$ cat src/rtl/regfile_wb_queue.sv
// regfile_wb_queue: in-order writeback queue in front of the regfile write port.
// Producers push (reg, data) pairs over valid/ready. At most one entry per
// cycle drains to the regfile. Writes to register 0 are accepted and dropped.
// Optional macro WBQ_FORWARD_EN builds the lookup/forwarding port. When it is
// undefined, lookup_hit and lookup_data are tied to 0.
module regfile_wb_queue #(
  parameter int DEPTH  = 4,
  parameter int DATA_W = 32,
  parameter int ADDR_W = 5
) (
  input  logic                     clk,
  input  logic                     rst,
  input  logic                     in_valid,
  output logic                     in_ready,
  input  logic [ADDR_W-1:0]        in_reg,
  input  logic [DATA_W-1:0]        in_data,
  input  logic                     drain_en,
  output logic [ADDR_W-1:0]        write_reg,
  output logic [DATA_W-1:0]        write_data,
  output logic                     regwrite,
  input  logic [ADDR_W-1:0]        lookup_reg,
  output logic                     lookup_hit,
  output logic [DATA_W-1:0]        lookup_data,
  output logic [$clog2(DEPTH):0]   count
);

  localparam int PTR_W = $clog2(DEPTH);
  localparam int CNT_W = PTR_W + 1;

  logic [ADDR_W-1:0] mem_reg  [DEPTH];
  logic [DATA_W-1:0] mem_data [DEPTH];
  logic [PTR_W-1:0]  head;
  logic [PTR_W-1:0]  tail;
  logic              push_fire;
  logic              enq;
  logic              pop;

  assign in_ready   = (count < CNT_W'(DEPTH));
  assign push_fire  = in_valid && in_ready;
  assign enq        = push_fire && (in_reg != '0);
  assign regwrite   = (count != '0) && drain_en;
  assign pop        = regwrite;
  assign write_reg  = (count != '0) ? mem_reg[head]  : '0;
  assign write_data = (count != '0) ? mem_data[head] : '0;

  // Entry storage: written at the tail on an accepted non-zero-register push.
  always_ff @(posedge clk) begin
    if (enq) begin
      mem_reg[tail]  <= in_reg;
      mem_data[tail] <= in_data;
    end
  end

  // Pointer and occupancy update. Reset discards every pending entry.
  always_ff @(posedge clk or posedge rst) begin
    if (rst) begin
      head  <= '0;
      tail  <= '0;
      count <= '0;
    end else begin
      if (enq) tail <= tail + PTR_W'(1);
      if (pop) head <= head + PTR_W'(1);
      case ({enq, pop})
        2'b10:   count <= count + CNT_W'(1);
        2'b01:   count <= count - CNT_W'(1);
        default: count <= count;
      endcase
    end
  end

`ifdef WBQ_FORWARD_EN
  // Scan from oldest to newest so a later match overrides an earlier one.
  always_comb begin
    logic [PTR_W-1:0] idx;
    idx         = '0;
    lookup_hit  = 1'b0;
    lookup_data = '0;
    for (int unsigned i = 0; i < DEPTH; i++) begin
      idx = head + PTR_W'(i);
      if ((CNT_W'(i) < count) && (lookup_reg != '0) && (mem_reg[idx] == lookup_reg)) begin
        lookup_hit  = 1'b1;
        lookup_data = mem_data[idx];
      end
    end
  end
`else
  logic unused_lookup;
  assign unused_lookup = ^lookup_reg;
  assign lookup_hit    = 1'b0;
  assign lookup_data   = '0;
`endif

endmodule

$ cat config.mk
export PLATFORM = sky130hd
export DESIGN_NAME = regfile_wb_queue
export DESIGN_NICKNAME = d
export VERILOG_FILES = /design/src/rtl/regfile_wb_queue.sv
export SDC_FILE = /design/constraint.sdc
export NUM_CORES = 1
export LEC_CHECK = 0
export BUFFER_PORTS_ARGS = -buffer_cell sky130_fd_sc_hd__buf_2
export CORE_ASPECT_RATIO = 1.4
export CORE_MARGIN = 5
export CORE_UTILIZATION = 55
export DETAILED_ROUTE_END_ITERATION = 7
export GPL_TIMING_DRIVEN = 0
export PLACE_DENSITY = 0.79
export SETUP_SLACK_MARGIN = 0.3
export SLEW_MARGIN = 20
export SYNTH_ARGS = -nofsm -noshare
export SYNTH_HDL_FRONTEND = slang
export SYNTH_SLANG_ARGS = --single-unit
$ cat constraint.sdc
create_clock -name clk -period 3.8 [get_ports clk]
set_clock_uncertainty 0.05 [all_clocks]
set_input_delay 0.76 -clock clk [delete_from_list [all_inputs] [get_ports clk]]
set_output_delay 0.76 -clock clk [all_outputs]
set_load 0.05 [all_outputs]
==> impl_results.md, run 1 <==
* Std-Cell Rows at 46
* Req. time, crit path at 2990 ps
* Worst-Skew Late Latency at 410 ps
* Complex-gate fraction of the synthesized area at 0.00339
* Area Overhead vs Synth at 20.7%
* Via count at 3068
* Worst slew pin tran at approximately 1000 ps
* CP Capture Type: output port
* Final WS setup at about 730 ps
* Area share of the largest cell type after synthesis at 0.709
* RSZ-0062 raised after global routing: false
* Simple-gate share of the synthesized area at 0.0461
* # Post-CTS Setup Buffers at 0
* I/O pins at 121
* Clk sinks at 155
* Fin crit share at 0.807
* Reg2Reg Launch Point: count[0]
* Initial antenna violation count at 2
* Mux share of post-synthesis cell area at 0.137
* Post-synthesis xor/xnor area fraction at 0.00838
* CTS Buf Count at 17
* CP endpoint: write_data[19]
* Remaining antenna violation count at 0
* Hold Fails Final Rpt at 0
* R2r endpoint: count[1]
* CP Max Fanout at 10
* Syn avg cell area at between 20 and 25 um2
* Max VDD drop at about 0.6 mV
* Crit path DAT at 2260 ps
* Total GRT Usage at 0.168
* Commonest non-fill, non-tap cell in the layout: edfxtp_1
* Leak Pwr at 2.82 nW
* #FFs+latches synth at 155
* Main combinational cell family by area after synthesis: multiplexers
* Yosys cell types at 21
* Min-delay worst type: input pin to asynchronous set/reset pin
* Final core utilization at 0.671
* FF/Latch Area at 0.00462 mm2
* Post-synth top area cell: edfxtp_1
* Clock Path Buffers at 2
* Synth Cell Area at 0.00627 mm2
* Number of H-tree levels at 4
* Total Wirelength at 10.8 mm
* Area of the multi-input gates at 0.00143 mm2
* Number of global-route vias before repair at roughly 3200
* Power density over the cells at 889 mW/mm2
* Register-to-Register Setup Slack at 1720 ps
* FMAX at around 0.33 GHz
* Run status: completed
* CP Launch Point: count[0]
* CTS tree: done
* Per-cell routed wire length at 18.1 um
* # DRC at 0
* Max_slew headroom at 0.317
* Overflow after GRT at 0
* Final setup fails at 0
* Pre-antenna DRT Iters at 4
* Cell count after synthesis at 307
* Post-cts resize count at 0
* Fin. max-slew vios at 0
* First DRT Iteration DRCs at 153
* Yosys warning count at 0
* First-pass GRT wire length at 16.9 mm
* Final TNS setup at 0 ps
* Die extent in x at 100 um
* Fillers at approximately 790
* Routability congestion estimate at ~0.74
* Crit start category: register
* Die Area at 0.0137 mm2
* Post-DR vias/cell at 5.13
* Adder-cell share of the synthesized area at 0.0132
* Share of cells above drive strength 1 at 0.427
* Seq/Total Area, Yosys at 0.737
* CTS clk-pin slew, worst paths at 60 ps
* Hold Buf Count CTS at 0
* Max reg flops at between 100 and 150
* Root Driver: clkbuf_16
* Initial Utilization at 0.556
* Die H at 136 um
* Fin nets at 492
* IO buf count at 82
* Dpl ws at 936 ps
* Max-cap viol count at 0
* Largest net degree at the start of global routing at 38
* Core ar. at around 0.011 mm2
* Detail Placement HPWL at a little under 7 mm
* CP Class: register to output port
* Worst r2r path cells at 6
* Min Tclk post-route at 3070 ps
* Top post-synthesis cells by area: edfxtp_1, mux4_2, buf_4
* Most frequent cells in the layout: edfxtp_1, buf_2, and2_1
worst min path at each step:
stage	depth (start not counted)	endpoint
2_1_floorplan	1	tail[1]
3_3_place_gp	1	count[0]
3_5_place_dp	1	count[0]
4_1_cts	2	tail[0]
5_1_grt	2	tail[0]
6_report	2	count[1]
power breakdown:
group          internal, mW  leakage (nW)  switching [mW]
Clock                  1.02         0.265           0.620
Sequential             2.16          1.43          0.0704
Combinational         0.903          1.13            1.96
Total                  4.08          2.82            2.65
layout make-up:
class | count | area share
antenna | 2 | 0.000661
clock inverter | 13 | 0.0202
tap | 144 | 0.0238
buffer | 45 | 0.0415
timing repair buffer | 82 | 0.0542
sequential | 155 | 0.610
clock buffer | 18 | 0.0567
multi-input combinational | 131 | 0.189
inverter | 8 | 0.00397
worst max-delay path, stage by stage, from the launching register on:
cell and delay (ps):
dfrtp_1 390, or3_1 180, clkbuf_1 380, clkbuf_1 400, and2_1 220, buf_2 270
synth_stat cells, drive strengths merged:
master / count
mux4: 37
xnor2: 4
ha: 5
inv: 8
conb: 1
o311a: 1
xor2: 2
mux2i: 1
dfrtp: 7
and2: 42
buf: 40
nor2: 1
nand3: 1
fa: 1
or3: 2
mux2: 1
clkbuf: 5
edfxtp: 148
cell families (layout without fill, tap and decap cells):
| kind of cell | after synthesis | count (layout) |
|---|---|---|
| fa+ha+maj | 6 | 6 |
| buf+inv | 53 | 166 |
| mux | 39 | 39 |
| other cells | 1 | 35 |
| flops | 155 | 155 |
| xor+xnor | 6 | 6 |
| compound gates | 1 | 1 |
| simple gates | 46 | 46 |
stage by stage:
step / area, um2 / hold WS [ps] / std cells / power (mW)
after floorplan: 6390 / 485 / 339 / 4.52
after global placement: 6980 / 449 / 565 / 5.11
after detailed placement: 6980 / 472 / 565 / 5.17
after CTS: 7560 / 224 / 596 / 6.80
after global routing: 7570 / 253 / 598 / 7.02
final: 7570 / 225 / 598 / 6.73
layer usage:
layer | vias up | GRT usage | share of wire
li1 | 1395 | - | -
met1 | 1558 | 0.198 | 0.38
met2 | 104 | 0.290 | 0.54
met3 | 11 | 0.0518 | 0.069
met4 | 0 | 0.0637 | 0.014
met5 | - | 0 | 0
Power figures use the tool's default switching activity.
==> run 2, diff against run 1 <==
clock period = 3.1 ns   (was 3.8 ns; I/O delays follow)
==> run 2 against run 1 <==
Compared with the run above: sequential share of layout area down 0.49 points; via count up 0.23%; die area unchanged; clock-buffer cell count unchanged; register-to-register slack got worse by 700 ps; worst hold slack got worse by 140 ps; largest cell class unchanged; largest power group unchanged; highest routed layer unchanged.
==> impl_results.md, run 2 (same netlist as run 1, synthesis figures left out) <==
* Run status: completed (unchanged)
* Cell Chain, Critical Path: or3_1, clkbuf_4, clkbuf_4, and2_1, buf_2 (was or3_1, clkbuf_1, clkbuf_1, and2_1, buf_2)
* Met2 usage at 0.290 (unchanged)
* First DRT Iteration DRCs at 148 (was 153)
* CP Max Fanout at 10 (unchanged)
* Fin. max-slew vios at 0 (unchanged)
* Max VDD drop at 0.684 mV (was 0.613 mV)
* Final WS setup at 373 ps (was 733 ps)
* Initial Utilization at 0.556 (unchanged)
* First-pass GRT wire length at 16.9 mm (about the same)
* Worst slew pin tran at 1020 ps (about the same)
* Reg2Reg Launch Point: count[0] (unchanged)
* Final TNS setup at 0 ps (unchanged)
* CP Class: register to output port (unchanged)
* Pre-antenna DRT Iters at 6 (was 4)
* Area Overhead vs Synth at 21.7% (was 20.7%)
* Met1 Resource Use GR at 0.198 (about the same)
* Detail Placement HPWL at 6.96 mm (unchanged)
* Number of H-tree levels at 4 (unchanged)
* Worst r2r path cells at 6 (unchanged)
* Hold Slack at 83.4 ps (was 225 ps)
* Max reg flops at 128 (unchanged)
* Per-cell routed wire length at 18.2 um (was 18.1 um)
* Min Tclk post-route at ~2700 ps
* Share of cells above drive strength 1 at 0.435 (was 0.427)
* IO buf count at 82 (unchanged)
* Std-Cell Rows at 46 (unchanged)
* Remaining antenna violation count at 0 (unchanged)
* Dpl ws at 376 ps (was 936 ps)
* Clk sinks at 155 (unchanged)
* Fin nets at 493 (was 492)
* Most used cell, CP: clkbuf_4 (was clkbuf_1)
* Final setup fails at 0 (unchanged)
* Leak Pwr at 2.84 nW (was 2.82 nW)
* Crit start category: register (unchanged)
* Number of global-route vias before repair at 3183 (unchanged)
* Core ar. at 0.0113 mm2 (unchanged)
* I/O pins at 121 (unchanged)
* Worst-Skew Late Latency at 410 ps (about the same)
* # DRC at 0 (unchanged)
* CP Capture Type: output port (unchanged)
* Post-DR vias/cell at 5.13 (about the same)
* Register-to-Register Setup Slack at 1020 ps (was 1720 ps)
* Req. time, crit path at 2430 ps (was 2990 ps)
* Die Area at 0.0137 mm2 (unchanged)
* Fin crit share at 0.880
* Hold Fails Final Rpt at 0 (unchanged)
* Root Driver: clkbuf_16 (unchanged)
* RSZ-0062 raised after global routing: true (was false)
* Die H at 136 um (unchanged)
* CTS clk-pin slew, worst paths at 60 ps (about the same)
* CTS Buf Count at 17 (unchanged)
* Grt met3 use at 0.0518 (unchanged)
* Most frequent cells in the layout: edfxtp_1, buf_2, and2_1 (unchanged)
* Die extent in x at 100 um (unchanged)
* Total GRT Usage at 0.169 (was 0.168)
* Hold Buf Count CTS at 0 (unchanged)
* Max incr delay on CP at 430 ps (was 400 ps)
* FMAX at 0.367 GHz
* Routability congestion estimate at 0.739 (unchanged)
* Initial antenna violation count at 2 (unchanged)
* Largest net degree at the start of global routing at 38 (unchanged)
* Clock Path Buffers at 2 (unchanged)
* Via count at 3075 (was 3068)
* Commonest non-fill, non-tap cell in the layout: edfxtp_1 (unchanged)
* Overflow after GRT at 0 (unchanged)
* Power density over the cells at 1090 mW/mm2 (was 889 mW/mm2)
* Crit path DAT at 2060 ps (was 2260 ps)
* Slowest CP cell: or3_1 (was clkbuf_1)
* Max-cap viol count at 0 (unchanged)
* Grt peak-use layer: met2 (unchanged)
* CTS tree: done (unchanged)
* Max_slew headroom at 0.321 (was 0.317)
* Total Wirelength at 10.9 mm (was 10.8 mm)
* R2r endpoint: count[1] (unchanged)
* Min-delay worst type: input pin to asynchronous set/reset pin (unchanged)
[run 2: worst max-delay path, delay by kind of cell, from the launching register on]
family / cells / cell delay, ps
DFF: 1 / 410
and+or+nand+nor: 2 / 600
buffers and inverters: 3 / 630
[run 2: worst max path at each step]
stage,end,from,slack [ps],cells past startpoint
after floorplan,count[2],count[0],570,8
after global placement,count[2],in_reg[1],430,10
after detailed placement,count[2],in_reg[1],380,10
after CTS,write_data[22],head[0],310,4
after global routing,write_data[19],count[0],290,5
final,write_data[22],count[0],370,5
[run 2: per-layer routing]
metal | wire (um) | up-vias
met4 | 150 | 0
met5 | 0 | -
li1 | - | 1396
met3 | 723 | 11
met1 | 4130 | 1568
met2 | 5900 | 100
[run 2: area by class of cell]
cell class / instances / area [um2]
sequential: 155 / 4620
fill: 774 / 3650
multi-input combinational: 131 / 1430
timing repair buffer: 83 / 433
clock buffer: 18 / 429
buffer: 45 / 353
tap: 144 / 180
clock inverter: 13 / 153
inverter: 8 / 30.0
antenna: 2 / 5.00
[run 2: what timing repair did]
action | CTS | global route
setup buffers | 0 | 1
gates resized for setup | 7 | 8
setup endpoints to repair | 20 | 28
[run 2: through the flow]
step / total power, mW / instances / util / area (um2)
finish: 8.34 / 599 / 0.676 / 7630
global route: 8.69 / 599 / 0.676 / 7630
CTS: 8.36 / 596 / 0.672 / 7580
detailed placement: 6.33 / 565 / 0.619 / 6980
global placement: 6.27 / 565 / 0.619 / 6980
floorplan: 5.54 / 339 / - / 6390
[run 2: where the power goes]
group / total, mW / leakage, nW / switching (mW) / internal (mW)
sequential: 2.73 / 1.43 / 0.0896 / 2.64
clock: 2.01 / 0.265 / 0.763 / 1.25
combinational: 3.60 / 1.15 / 2.41 / 1.19
==> run 3, diff against run 2 <==
ABC_CLOCK_PERIOD_IN_PS = 3100   (was unset)
CORE_MARGIN = 2   (was 5)
==> run 3 against run 2 <==
Compared with the run above: fmax rose by 0.69%; design area fell by 0.23%; combinational power fell by 2%; largest cell class unchanged.
==> impl_results.md, run 3 (same netlist as run 1, synthesis figures left out) <==
* Worst r2r path cells at 3 (was 6)
* Clock share of power at 0.248 (was 0.241)
* Leak Pwr at 2.85 nW (was 2.84 nW)
* Per-cell routed wire length at 17.9 um (was 18.2 um)
* Net switching power at 3.21 mW (was 3.26 mW)
* Sw Ratio at 0.385 (was 0.391)
* Overflow after GRT at 0 (unchanged)
* IO buf count at 82 (unchanged)
* First-pass GRT wire length at 16.1 mm (was 16.9 mm)
* Min-delay worst type: input pin to asynchronous set/reset pin (unchanged)
* # Post-CTS Setup Buffers at 0 (unchanged)
* Die H at 130 um (was 136 um)
* Fin crit share at 0.874 (was 0.880)
* Total GRT Usage at 0.184 (was 0.169)
* CTS clk-pin slew, worst paths at 60 ps (about the same)
* CP Max Fanout at 10 (unchanged)
* CP Class: register to output port (unchanged)
* Die extent in x at 94.2 um (was 100 um)
* Die Area at 0.0123 mm2 (was 0.0137 mm2)
* Std-Cell Rows at 46 (unchanged)
* RSZ-0062 raised after global routing: false (was true)
* Worst slew pin tran at 1050 ps (was 1020 ps)
* Worst-Skew Late Latency at 410 ps (about the same)
* Routability congestion estimate at 0.698 (was 0.739)
* Fin nets at 492 (was 493)
* Most frequent cells in the layout: edfxtp_1, buf_2, and2_1 (unchanged)
* Power density over the cells at 1100 mW/mm2 (was 1090 mW/mm2)
* Detail Placement HPWL at 6.65 mm (was 6.96 mm)
* Register-to-Register Setup Slack at 1020 ps (about the same)
* Slowest CP cell: mux4_2 (was or3_1)
* Fin. max-slew vios at 0 (unchanged)
* First DRT Iteration DRCs at 165 (was 148)
* Core ar. at 0.0112 mm2 (was 0.0113 mm2)
* Crit start category: register (unchanged)
* Crit path buf inv count at 3 (unchanged)
* Clock Path Buffers at 2 (unchanged)
* Cell Chain, Critical Path: buf_12, buf_8, mux4_2, and2_1, buf_2 (was or3_1, clkbuf_4, clkbuf_4, and2_1, buf_2)
* Critical path depth in cells at 5 (unchanged)
* Total Wirelength at 10.6 mm (was 10.9 mm)
* Number of H-tree levels at 4 (unchanged)
* Remaining antenna violation count at 0 (unchanged)
* Pre-antenna DRT Iters at 4 (was 6)
* Share of cells above drive strength 1 at 0.431 (was 0.435)
* Hold Slack at 77.5 ps (was 83.4 ps)
* Seq pwr share at 0.328 (was 0.327)
* Largest net degree at the start of global routing at 38 (unchanged)
* Req. time, crit path at 2430 ps (about the same)
* Number of global-route vias before repair at 3022 (was 3183)
* Area Overhead vs Synth at 21.4% (was 21.7%)
* Max-cap viol count at 0 (unchanged)
* Max_slew headroom at 0.302 (was 0.321)
* Final TNS setup at 0 ps (unchanged)
* CTS tree: done (unchanged)
* Clk sinks at 155 (unchanged)
* CTS Buf Count at 17 (unchanged)
* Diodes inserted at 0 (was 2)
* Run status: completed (unchanged)
* FMAX at 0.369 GHz (was 0.367 GHz)
* Post-DR vias/cell at 5.05 (was 5.13)
* Initial antenna violation count at 0 (was 2)
* Initial Utilization at 0.559 (was 0.556)
* Max reg flops at 128 (unchanged)
* Combinational share of power at 0.424 (was 0.431)
* Top Family by Delay on Critical Path: buffers and inverters (unchanged)
* Final setup fails at 0 (unchanged)
* Crit path DAT at 2040 ps (was 2060 ps)
* Commonest non-fill, non-tap cell in the layout: edfxtp_1 (unchanged)
* Via count at 3012 (was 3075)
* Hold Fails Final Rpt at 0 (unchanged)
* I/O pins at 121 (unchanged)
* CP Capture Type: output port (unchanged)
* Max VDD drop at 0.859 mV (was 0.684 mV)
* Root Driver: clkbuf_16 (unchanged)
* # DRC at 0 (unchanged)
* Max incr delay on CP at 500 ps (was 430 ps)
* Min Tclk post-route at 2710 ps (was 2730 ps)
* Pint at 5.13 mW (was 5.08 mW)
==> run 3: changes by cell type in the layout (fill, tap and decap cells not counted), sizes merged <==
cell	previous run	this run
bufinv	3	4
clkbuf	28	27
clkinvlp	6	1
buf	118	121
diode	2	0
clkinv	4	5
==> run 3: final cells by class <==
cell class	count	area [um2]
buffer	45	349
clock buffer	21	440
clock inverter	10	149
fill	757	3610
inverter	8	30.0
multi-input combinational	131	1430
sequential	155	4620
tap	144	180
timing repair buffer	82	410
==> run 3: repair_timing <==
action	CTS	global route
endpoints found under the setup margin	21	29
hold buffers	0	0
endpoints found under the hold margin	0	0
pin swaps	0	0
resized for setup	8	11
==> run 3: worst paths after layout <==
path | start | endpoint
worst max-delay path | head[0] | write_data[26]
worst min-delay path | rst | count[0]
worst max register to register | count[2] | mem_data[2][17]
worst min register to register | count[0] | count[0]
max in group asynchronous | rst | head[0]
min in group clk | in_data[15] | mem_data[0][15]
==> run 3: power groups by stage <==
stage	sequential, mW	combinational [mW]	clock [mW]
2_1_floorplan	2.81	2.74	0
3_3_place_gp	2.75	3.49	0
3_5_place_dp	2.77	3.54	0
4_1_cts	2.73	3.57	2.09
5_1_grt	2.77	3.75	2.19
6_report	2.74	3.54	2.07
==> run 3: through the flow <==
stage | total power [mW] | util | instances | setup slack (ps) | area, um2
2_1_floorplan | 5.54 | - | 339 | 572 | 6390
3_3_place_gp | 6.24 | 0.622 | 565 | 441 | 6980
3_5_place_dp | 6.31 | 0.622 | 565 | 330 | 6980
4_1_cts | 8.40 | 0.676 | 596 | 306 | 7590
5_1_grt | 8.71 | 0.678 | 596 | 300 | 7610
6_report | 8.34 | 0.678 | 596 | 392 | 7610
==> run 3: per-layer routing <==
layer / wire length (um) / global-route usage / part of all wire / vias up
met4: 159 / 0.0682 / 0.015 / 0
met1: 4230 / 0.222 / 0.40 / 1503
met3: 593 / 0.0520 / 0.056 / 12
li1: - / - / - / 1393
met2: 5660 / 0.318 / 0.53 / 104
met5: 0 / 0 / 0 / -
